File: src/rtl/everloop_rx_if.sv
// Everloop receive-side signal bundle: serial line and enable in, decoded word and status pulses out.
// Latency: none, wires only.
// Backpressure: none; the pulses are fire-and-forget and the consumer must sample them every cycle.
// Ports: everloop_in, enable (to decoder); data_out, data_valid, frame_end, bit_error, rx_busy (from decoder).
interface everloop_rx_if #(
  parameter int DATA_WIDTH = 24
);
  logic                  everloop_in;
  logic                  enable;
  logic [DATA_WIDTH-1:0] data_out;
  logic                  data_valid;
  logic                  frame_end;
  logic                  bit_error;
  logic                  rx_busy;

  // master drives the line and enable, and observes the decoder.
  modport master (
    output everloop_in, enable,
    input  data_out, data_valid, frame_end, bit_error, rx_busy
  );

  // slave is the decoder itself.
  modport slave (
    input  everloop_in, enable,
    output data_out, data_valid, frame_end, bit_error, rx_busy
  );
endinterface

File: src/rtl/everloop_rx.sv
// Everloop pulse-width decoder: high width encodes the bit (MSB first), a long low gap ends the frame.
// Latency: outputs pulse on the 3rd rising clk edge after a line transition is first sampled.
// Backpressure: none; data_valid/frame_end/bit_error are single-cycle pulses that are never held.
// Ports: clk, resetn (async, active-high), bus (everloop_rx_if.slave: everloop_in, enable in;
//        data_out, data_valid, frame_end, bit_error, rx_busy out).
// SYS_FREQ_HZ must be set by every instance to the real clk frequency.
module everloop_rx #(
  parameter longint unsigned SYS_FREQ_HZ  = 100_000_000,
  parameter int              DATA_WIDTH   = 24,
  parameter int              THRESHOLD_NS = 450,
  parameter int              MIN_HIGH_NS  = 100,
  parameter int              MAX_HIGH_NS  = 1000,
  parameter int              RESET_LOW_NS = 50000,
  parameter int              CNT_WIDTH    = 16
) (
  input logic         clk,
  input logic         resetn,
  everloop_rx_if.slave bus
);

  localparam longint unsigned NS_PER_S = 64'd1_000_000_000;
  localparam longint unsigned THRESH_L = (SYS_FREQ_HZ * 64'(THRESHOLD_NS) + NS_PER_S - 1) / NS_PER_S;
  localparam longint unsigned MIN_L    = (SYS_FREQ_HZ * 64'(MIN_HIGH_NS)  + NS_PER_S - 1) / NS_PER_S;
  localparam longint unsigned MAX_L    = (SYS_FREQ_HZ * 64'(MAX_HIGH_NS)  + NS_PER_S - 1) / NS_PER_S;
  localparam longint unsigned RESET_L  = (SYS_FREQ_HZ * 64'(RESET_LOW_NS) + NS_PER_S - 1) / NS_PER_S;

  localparam logic [CNT_WIDTH-1:0] THRESH_CNT = CNT_WIDTH'(THRESH_L);
  localparam logic [CNT_WIDTH-1:0] MIN_CNT    = CNT_WIDTH'(MIN_L);
  localparam logic [CNT_WIDTH-1:0] MAX_CNT    = CNT_WIDTH'(MAX_L);
  localparam logic [CNT_WIDTH-1:0] RESET_CNT  = CNT_WIDTH'(RESET_L);

  localparam int BC_W = $clog2(DATA_WIDTH + 1);
  localparam logic [BC_W-1:0] LAST_BIT = BC_W'(DATA_WIDTH - 1);

  typedef enum logic [1:0] {IDLE, HIGH, LOW, STUCK} state_t;

  state_t                state;
  logic                  s1, s2, s3;
  logic [CNT_WIDTH-1:0]  high_cnt, low_cnt;
  logic [DATA_WIDTH-1:0] shreg;
  logic [BC_W-1:0]       bit_cnt;
  logic [DATA_WIDTH-1:0] data_out_q;
  logic                  data_valid_q, frame_end_q, bit_error_q, rx_busy_q;

  logic                  rise, fall;
  logic [CNT_WIDTH-1:0]  high_len, low_len;
  logic                  new_bit;
  logic [DATA_WIDTH-1:0] shifted;

  assign rise = s2 & ~s3;
  assign fall = ~s2 & s3;

  // The counters clear on the entry edge, but the cycle in which the edge is
  // seen on s2 is already the first cycle of the level. The measured length
  // is therefore count + 1, saturating, and that is also the next count.
  assign high_len = (&high_cnt) ? high_cnt : high_cnt + CNT_WIDTH'(1);
  assign low_len  = (&low_cnt)  ? low_cnt  : low_cnt  + CNT_WIDTH'(1);

  assign new_bit = (high_len >= THRESH_CNT);
  assign shifted = {shreg[DATA_WIDTH-2:0], new_bit};

  always_ff @(posedge clk or posedge resetn) begin
    if (resetn) begin
      state        <= IDLE;
      s1           <= 1'b0;
      s2           <= 1'b0;
      s3           <= 1'b0;
      high_cnt     <= '0;
      low_cnt      <= '0;
      shreg        <= '0;
      bit_cnt      <= '0;
      data_out_q   <= '0;
      data_valid_q <= 1'b0;
      frame_end_q  <= 1'b0;
      bit_error_q  <= 1'b0;
      rx_busy_q    <= 1'b0;
    end else begin
      s1 <= bus.everloop_in;
      s2 <= s1;
      s3 <= s2;

      data_valid_q <= 1'b0;
      frame_end_q  <= 1'b0;
      bit_error_q  <= 1'b0;

      if (!bus.enable) begin
        state     <= IDLE;
        high_cnt  <= '0;
        low_cnt   <= '0;
        shreg     <= '0;
        bit_cnt   <= '0;
        rx_busy_q <= 1'b0;
      end else begin
        case (state)
          IDLE: begin
            if (rise) begin
              state     <= HIGH;
              high_cnt  <= '0;
              rx_busy_q <= 1'b1;
            end
          end

          HIGH: begin
            high_cnt <= high_len;
            // A fall takes precedence over reaching MAX, so a pulse of
            // exactly MAX cycles still decodes as a bit.
            if (fall) begin
              state <= LOW;
              if (high_len >= MIN_CNT) begin
                low_cnt <= '0;
                shreg   <= shifted;
                if (bit_cnt == LAST_BIT) begin
                  data_out_q   <= shifted;
                  data_valid_q <= 1'b1;
                  bit_cnt      <= '0;
                end else begin
                  bit_cnt <= bit_cnt + BC_W'(1);
                end
              end
              // Otherwise a glitch: the low gap resumes where it left off.
            end else if (high_len >= MAX_CNT) begin
              state       <= STUCK;
              bit_error_q <= 1'b1;
              shreg       <= '0;
              bit_cnt     <= '0;
            end
          end

          STUCK: begin
            if (fall) begin
              state   <= LOW;
              low_cnt <= '0;
            end
          end

          LOW: begin
            // A rise wins over the gap timer expiring in the same cycle.
            if (rise) begin
              state    <= HIGH;
              high_cnt <= '0;
            end else if (low_len >= RESET_CNT) begin
              state       <= IDLE;
              rx_busy_q   <= 1'b0;
              frame_end_q <= 1'b1;
              low_cnt     <= '0;
              if (bit_cnt != '0) begin
                bit_error_q <= 1'b1;
                bit_cnt     <= '0;
                shreg       <= '0;
              end
            end else begin
              low_cnt <= low_len;
            end
          end

          default: begin
            state     <= IDLE;
            rx_busy_q <= 1'b0;
          end
        endcase
      end
    end
  end

  assign bus.data_out   = data_out_q;
  assign bus.data_valid = data_valid_q;
  assign bus.frame_end  = frame_end_q;
  assign bus.bit_error  = bit_error_q;
  assign bus.rx_busy    = rx_busy_q;

endmodule

File: src/flat_wrapper.sv
// flat-port wrapper written by rule: the top's interface ports become plain ports
module everloop_rx_flat 
#(
  parameter longint unsigned SYS_FREQ_HZ  = 100_000_000,
  parameter int              DATA_WIDTH   = 24,
  parameter int              THRESHOLD_NS = 450,
  parameter int              MIN_HIGH_NS  = 100,
  parameter int              MAX_HIGH_NS  = 1000,
  parameter int              RESET_LOW_NS = 50000,
  parameter int              CNT_WIDTH    = 16
)
  (clk, resetn, bus_everloop_in, bus_enable, bus_data_out, bus_data_valid, bus_frame_end, bus_bit_error, bus_rx_busy);
  everloop_rx_if #(.DATA_WIDTH(DATA_WIDTH)) bus_i ();
  input logic clk;
  input logic resetn;
  input wire logic [$bits(bus_i.everloop_in)-1:0] bus_everloop_in;
  input wire logic [$bits(bus_i.enable)-1:0] bus_enable;
  output wire logic [$bits(bus_i.data_out)-1:0] bus_data_out;
  output wire logic [$bits(bus_i.data_valid)-1:0] bus_data_valid;
  output wire logic [$bits(bus_i.frame_end)-1:0] bus_frame_end;
  output wire logic [$bits(bus_i.bit_error)-1:0] bus_bit_error;
  output wire logic [$bits(bus_i.rx_busy)-1:0] bus_rx_busy;
  assign bus_i.everloop_in = bus_everloop_in;
  assign bus_i.enable = bus_enable;
  assign bus_data_out = bus_i.data_out;
  assign bus_data_valid = bus_i.data_valid;
  assign bus_frame_end = bus_i.frame_end;
  assign bus_bit_error = bus_i.bit_error;
  assign bus_rx_busy = bus_i.rx_busy;
  everloop_rx #(.SYS_FREQ_HZ(SYS_FREQ_HZ), .DATA_WIDTH(DATA_WIDTH), .THRESHOLD_NS(THRESHOLD_NS), .MIN_HIGH_NS(MIN_HIGH_NS), .MAX_HIGH_NS(MAX_HIGH_NS), .RESET_LOW_NS(RESET_LOW_NS), .CNT_WIDTH(CNT_WIDTH)) u_core (.clk(clk), .resetn(resetn), .bus(bus_i));
endmodule
File: config.mk
export PLATFORM = sky130hd
export DESIGN_NAME = everloop_rx_flat
export DESIGN_NICKNAME = d
export VERILOG_FILES = /design/src/rtl/everloop_rx_if.sv /design/src/rtl/everloop_rx.sv /design/src/flat_wrapper.sv
export SDC_FILE = /design/constraint.sdc
export NUM_CORES = 1
export LEC_CHECK = 0
export BUFFER_PORTS_ARGS = -buffer_cell sky130_fd_sc_hd__buf_2
export CAP_MARGIN = 20
export CORE_UTILIZATION = 62
export CTS_BUF_LIST = sky130_fd_sc_hd__clkbuf_2
export DETAILED_ROUTE_END_ITERATION = 8
export GPL_ROUTABILITY_DRIVEN = 0
export PLACE_DENSITY = 0.9
export SLEW_MARGIN = 10
export SYNTH_ARGS = -nofsm -noshare
export SYNTH_HDL_FRONTEND = slang
export SYNTH_SLANG_ARGS = --single-unit
File: constraint.sdc
create_clock -name clk -period 6.3 [get_ports clk]
set_input_delay 1.26 -clock clk [delete_from_list [all_inputs] [get_ports clk]]
set_output_delay 1.26 -clock clk [all_outputs]
set_load 0.05 [all_outputs]
==> metrics, run 1 <==
mux contribution to synthesized area=0.1192; core area=0.007848 mm2; post-synth cell types=64; Reg2Reg Depth=9; simple-gate share of the synthesized area=0.1846; Tightest Pin Transition=0.8457 ns; Tot Pwr=1.310 mW; logic gate share of total power=0.262; area share of fa/ha/maj cells after synthesis=0.01951; Crit Path Max Fanout=24; initial DRC count=338; Die H=92.97 um; critical path class=register to register; Psw=0.4644 mW; vias=4036; Max-slew headroom=0.4362; post-cts repair resize count=0; Cell Rows=32; CP Capture Type=register; post-synth top area share=0.4535; vias in the first global route=3899; via/cell ratio=6.181; synth warn=0; Fin Hold WS=0.3885 ns; clock-pin slew on the worst setup and hold paths=0.27 ns; Clock Skew=0.04819 ns; post-synthesis cell area=0.005131 mm2; synthesis-to-finish area growth=5.511%; top cells by area, synth=dfrtp_1 45%, mux2i_1 6.4%, mux2_2 5.5%; global-route wire length before repair=17.71 mm; Sink Count=93; Layout Nets=558; HPWL Detailed=7.129 mm; status=finished, final reports clean; Synthesized Nets=543; Max IR drop VDD=0.0001706 V; Die W=92.97 um; Post-Syn Area per Cell=9.663 um2; fin util=0.6899; Hold/Removal Path Class=register to register; sequential-to-total area share from yosys stat=0.4535; EDFF count, synth=0; P_int=0.8461 mW; Remaining DRCs=0; Setup Buffers After CTS=0; max-slew violation count=0; ANT nets after route=0; DRT Wirelength=10.35 mm; compound-gate portion of the synthesized area=0.1483; TritonCTS Buffers=9; final setup fails=0; Seq cells post-synth=93; ys async rst share=1.000; gr ovfl total=0; ant diodes=0; Max clock buf depth=2; Worst-Skew Late Latency=0.58 ns; htree depth=3; sequential share of power=0.487; xor/xnor share of the synthesized area=0.01024; Buffers on Ports=31; Post-Synthesis Cells=531; layout cell share with drive strength beyond 1=0.1815; Sw Ratio=0.3544; ys flop type=dfrtp_1; WHS Path Cells=0; clock period minus final worst setup slack=3.557 ns; CTS root buffer=clkbuf_2; Critical Path RT=6.81 ns; fmax=0.2811 GHz; die footprint=0.008643 mm2; Pre-antenna DRT Iters=7; largest net degree at the start of global routing=69; period utilisation layout=0.5647; Power Dens Cells=242.1 mW/mm2; Fin. Hold Viols=0; CP startpoint kind=register; setup TNS=0 ns; worst path arrival time=4.06 ns; Max Cap Viol=0; Ports=32; Clock Power Share=0.251; Post-CTS Hold Buffers=0; initial antenna violation count=0; initial core utilization=0.6539; GRT Total Usage=0.2584; largest family of logic cells by synthesized area=simple AND/OR/NAND/NOR gates; CTS tree=built; Lkg Pwr=2.460 nW; RSZ-0062 raised after global routing=false; WL/cell=15.85 um; Yosys top cell by area=dfrtp_1
-- cell usage after synthesis (6+ instances only) --
cell / count
a21oi_1: 25
a31oi_1: 7
ha_1: 8
mux2i_1: 33
clkbuf_1: 16
o21ai_0: 33
inv_1: 40
mux2_2: 25
nor3_1: 10
nand2b_1: 6
nand4_1: 10
nor2_1: 26
o211ai_1: 6
buf_2: 11
nand3_1: 19
nand2_1: 63
dfrtp_1: 93
-- worst paths after layout --
kind / startpoint / end / slack, ns
max: u_core.high_cnt[0] / u_core.low_cnt[6] / 2.74
min: u_core.s1 / u_core.s2 / 0.39
max reg2reg: u_core.high_cnt[0] / u_core.low_cnt[6] / 2.74
min reg2reg: u_core.s1 / u_core.s2 / 0.39
max in group asynchronous: resetn / u_core.bit_cnt[4] / 4.49
min in group asynchronous: resetn / u_core.bus.data_out[19] / 0.60
-- flip-flops by register name, indices dropped and copies added, names as in the netlist --
signal / flops
u_core.high_cnt: 16
u_core.bus.bit_error: 1
u_core.low_cnt: 16
u_core.s1: 1
u_core.s2: 1
u_core.state: 2
u_core.shreg: 23
u_core.bus.data_out: 24
u_core.bus.rx_busy: 1
u_core.s3: 1
u_core.bus.frame_end: 1
u_core.bus.data_valid: 1
u_core.bit_cnt: 5
-- metrics by stage --
stage	cells	setup WS (ns)	instance area [um2]
after global routing	653	2.433	5414
after CTS	652	2.793	5409
after floorplan	531	2.620	5131
after detailed placement	636	2.849	5276
after global placement	636	3.036	5276
final	653	2.743	5414
-- layout by cell type, fill, tap and decap left out, types with 4 or more instances in the layout --
master	instances
or3_1	5
nand2_1	63
or2_2	4
a31oi_1	7
buf_2	32
o22ai_1	4
and2_1	4
o211ai_1	6
nand2b_1	6
and3_1	5
nor2_1	26
inv_1	39
mux2i_1	33
and4_1	5
xnor2_1	5
a21oi_1	25
clkbuf_2	9
mux2_2	25
nor3_1	10
buf_4	4
dfrtp_1	93
nand4_1	10
o21a_1	4
o21ai_0	33
o31ai_1	5
nor2b_1	5
o221ai_1	4
nand3_1	19
ha_1	8
-- area by class of cell --
cell class / count / area, um2
clock inverter: 7 / 87.58
sequential: 93 / 2327
inverter: 40 / 151.4
fill: 586 / 2434
tap: 102 / 127.6
timing repair buffer: 36 / 190.2
clock buffer: 9 / 45.04
multi-input combinational: 366 / 2485
-- worst max-delay path, stage by stage, from the launching register on --
cell and delay, ns:
dfrtp_1 0.53, ha_1 0.36, and3_1 0.38, nand4_2 0.27, and3_1 0.31, xnor2_1 0.13
nand4_1 0.22, o31a_1 0.73, nand2_1 0.32, o221ai_1 0.25
-- power by group through the flow --
stage,Sequential [mW],Combinational (mW),Clock [mW]
6_report,0.638,0.343,0.329
5_1_grt,0.643,0.372,0.354
4_1_cts,0.637,0.336,0.330
3_5_place_dp,0.648,0.335,0
3_3_place_gp,0.645,0.327,0
2_1_floorplan,0.647,0.305,0
-- cell families (layout without fill, tap and decap cells) --
group	after synthesis	count (layout)
AND/OR/NAND/NOR	179	179
AO/OA/AOI/OAI	115	115
flip-flops	93	93
buffers and inverters	72	92
multiplexers	58	58
adder cells (fa/ha/maj)	8	8
XOR/XNOR	6	6
-- routing by layer --
metal,vias to the layer above,wire [um],global-route usage
li1,1919,-,-
met1,1938,4648,0.3425
met2,149,4878,0.4130
met3,30,568,0.05285
met4,0,254,0.1141
met5,-,0,0
Note: power is estimated with default switching activity, not from simulation.
==> inputs of run 2 (changes only) <==
--- a/config.mk
+++ b/config.mk
@@ -7,11 +7,11 @@
 export LEC_CHECK = 0
 export BUFFER_PORTS_ARGS = -buffer_cell sky130_fd_sc_hd__buf_2
 export CAP_MARGIN = 20
-export CORE_UTILIZATION = 62
+export CORE_UTILIZATION = 57
 export CTS_BUF_LIST = sky130_fd_sc_hd__clkbuf_2
 export DETAILED_ROUTE_END_ITERATION = 8
 export GPL_ROUTABILITY_DRIVEN = 0
-export PLACE_DENSITY = 0.9
+export PLACE_DENSITY = 0.88
 export SLEW_MARGIN = 10
 export SYNTH_ARGS = -nofsm -noshare
 export SYNTH_HDL_FRONTEND = slang
==> constraint.sdc (replaced) <==
create_clock -name clk -period 3.25 [get_ports clk]
set_input_delay 0.65 -clock clk [delete_from_list [all_inputs] [get_ports clk]]
set_output_delay 0.65 -clock clk [all_outputs]
set_load 0.05 [all_outputs]
==> metrics, run 2 (synthesized netlist as in run 1, its figures left out) <==
CP Capture Type=register; layout cell share with drive strength beyond 1=0.2113 (+0.02978); status=finished, final reports clean; met3 Usage GRT=0.04986 (-0.002990); ANT nets after route=0 (unchanged); post-route cell area=0.005615 mm2 (+3.7%); setup TNS=0 ns (unchanged); Max IR drop VDD=0.0003091 V (+81%); ant diodes=0 (unchanged); kind of cell adding the most delay to the critical path=simple AND/OR/NAND/NOR gates; Ports=32 (unchanged); final setup margin=0.1174 ns (-2.625 ns); final setup fails=0 (unchanged); initial DRC count=373 (+10%); worst path arrival time=3.65 ns (-0.41 ns); Max-slew headroom=0.4909 (+0.05464); Hold/Removal Path Class=primary input to asynchronous set/reset pin; met2 Use GR=0.3808 (-0.03217); Placement Cell Area=0.005426 mm2 (+2.8%); CP max-delay cell=or4_4; max reg flops=24 (unchanged); fmax=0.3192 GHz (+14%); Cell Rows=34 (+6.3%); via/cell ratio=6.185 (about the same); vias=4181 (+3.6%); Seq. cell area=0.002327 mm2 (unchanged); CTS root buffer=clkbuf_2; Layout Nets=575 (+3.0%); CTS tree=built; RSZ-0062 raised after global routing=false; initial core utilization=0.5884 (-0.06548); period utilisation layout=0.9639 (+0.3992); die footprint=0.009386 mm2 (+8.6%); initial antenna violation count=0 (unchanged); commonest non-fill, non-tap cells in the layout=93 x dfrtp_1, 63 x nand2_1, 39 x inv_1; Fin. Hold Viols=0 (unchanged); CP startpoint kind=register; Max clock buf depth=2 (unchanged); HPWL Detailed=7.491 mm (+5.1%); R2R Setup Slk=0.12 ns (-2.63 ns); Critical Path RT=3.77 ns (-3.04 ns); Pre-antenna DRT Iters=7 (unchanged); area of the multi-input gates=0.002495 mm2 (+0.40%); TritonCTS Buffers=9 (unchanged); Crit Path Max Fanout=14 (-42%); Remaining DRCs=0 (unchanged); core area=0.008721 mm2 (+11%); most common cell after layout, fill and taps aside=dfrtp_1; Max Cap Viol=0 (unchanged); CP Buf/Inv Count=1 (+1); GRT Total Usage=0.2370 (-0.02141); pre-CTS setup slack=0.1108 ns (-2.738 ns); GRT Max-Usage Layer=met2; synthesis-to-finish area growth=9.437%; Sink Count=93 (unchanged); critical path class=register to register; CP peak stage delay=0.52 ns (-0.21 ns); Die H=96.88 um (+4.2%); Lkg Pwr=2.571 nW (+4.5%); global-route wire length before repair=18.29 mm (+3.3%); clock period minus final worst setup slack=3.133 ns (-0.4247 ns); Worst-Skew Late Latency=0.60 ns (+0.02 ns); fill count=605 (+3.2%); WL/cell=16.31 um (+2.9%); max-slew violation count=0 (unchanged); Power Dens Cells=467.4 mW/mm2 (+93%); Clock Skew=0.04317 ns (-0.005018 ns); htree depth=3 (unchanged); clock-pin slew on the worst setup and hold paths=0.33 ns (+0.06 ns); gr ovfl total=0 (unchanged); largest net degree at the start of global routing=50 (-28%); vias in the first global route=3968 (+1.8%); Tightest Pin Transition=0.7628 ns (-0.08285 ns); Die W=96.88 um (+4.2%); Buffers on Ports=31 (unchanged); critical path, cell by cell=ha_1, and4_2, o2111ai_2, or4_4, a211oi_2, and4_4, nor3_4, a211oi_4, buf_12, mux2i_1; DRT Wirelength=11.03 mm (+6.5%); GRT met1 Usage=0.3160 (-0.02646)
-- run 2: final timing paths --
path,start,endpoint,cells after the start
max in group asynchronous,resetn,u_core.s1,3
hold reg to reg,u_core.s1,u_core.s2,0
setup / recovery,u_core.low_cnt[1],u_core.shreg[5],10
min in group clk,bus_everloop_in,u_core.s1,1
setup reg to reg,u_core.low_cnt[1],u_core.shreg[5],10
hold / removal,resetn,u_core.shreg[18],2
-- run 2: area by class of cell --
class / instances / area share
sequential: 93 / 0.4144
timing repair buffer: 53 / 0.06684
multi-input combinational: 366 / 0.4443
clock inverter: 7 / 0.01537
inverter: 40 / 0.02696
tap: 108 / 0.02406
clock buffer: 9 / 0.008021
-- run 2: layer usage --
layer / wire, um / vias up
met5: 0 / -
met3: 664 / 33
met4: 272 / 0
met1: 4914 / 2022
met2: 5174 / 177
li1: - / 1949
-- run 2: worst reg2reg max path, cell delays in order (launching register included) --
cell and delay, ns:
dfrtp_1 0.47, ha_1 0.26, and4_2 0.33, o2111ai_2 0.15, or4_4 0.52, a211oi_2 0.24, and4_4 0.27, nor3_4 0.09
a211oi_4 0.32, buf_12 0.21, mux2i_1 0.24
-- run 2: what timing repair did --
item	4_1_cts	5_1_grt
setup buffers	0	3
gates resized for setup	0	3
hold buffers	0	0
endpoints found under the setup margin	0	36
-- run 2: power breakdown --
part / switching, mW / internal, mW
sequential: 0.0411 / 1.20
clock: 0.478 / 0.140
combinational: 0.448 / 0.322
-- run 2: per-stage QoR --
| step | cells | power [mW] | hold WS (ns) | utilization |
|---|---|---|---|---|
| final | 676 | 2.625 | 0.09549 | 0.6439 |
| after global routing | 676 | 2.754 | 0.1324 | 0.6439 |
| after CTS | 672 | 2.564 | 0.1083 | 0.6373 |
| after detailed placement | 656 | 1.957 | 0.3412 | 0.6222 |
| after global placement | 656 | 1.931 | 0.3370 | 0.6222 |
| after floorplan | 531 | 1.845 | 0.3312 | - |
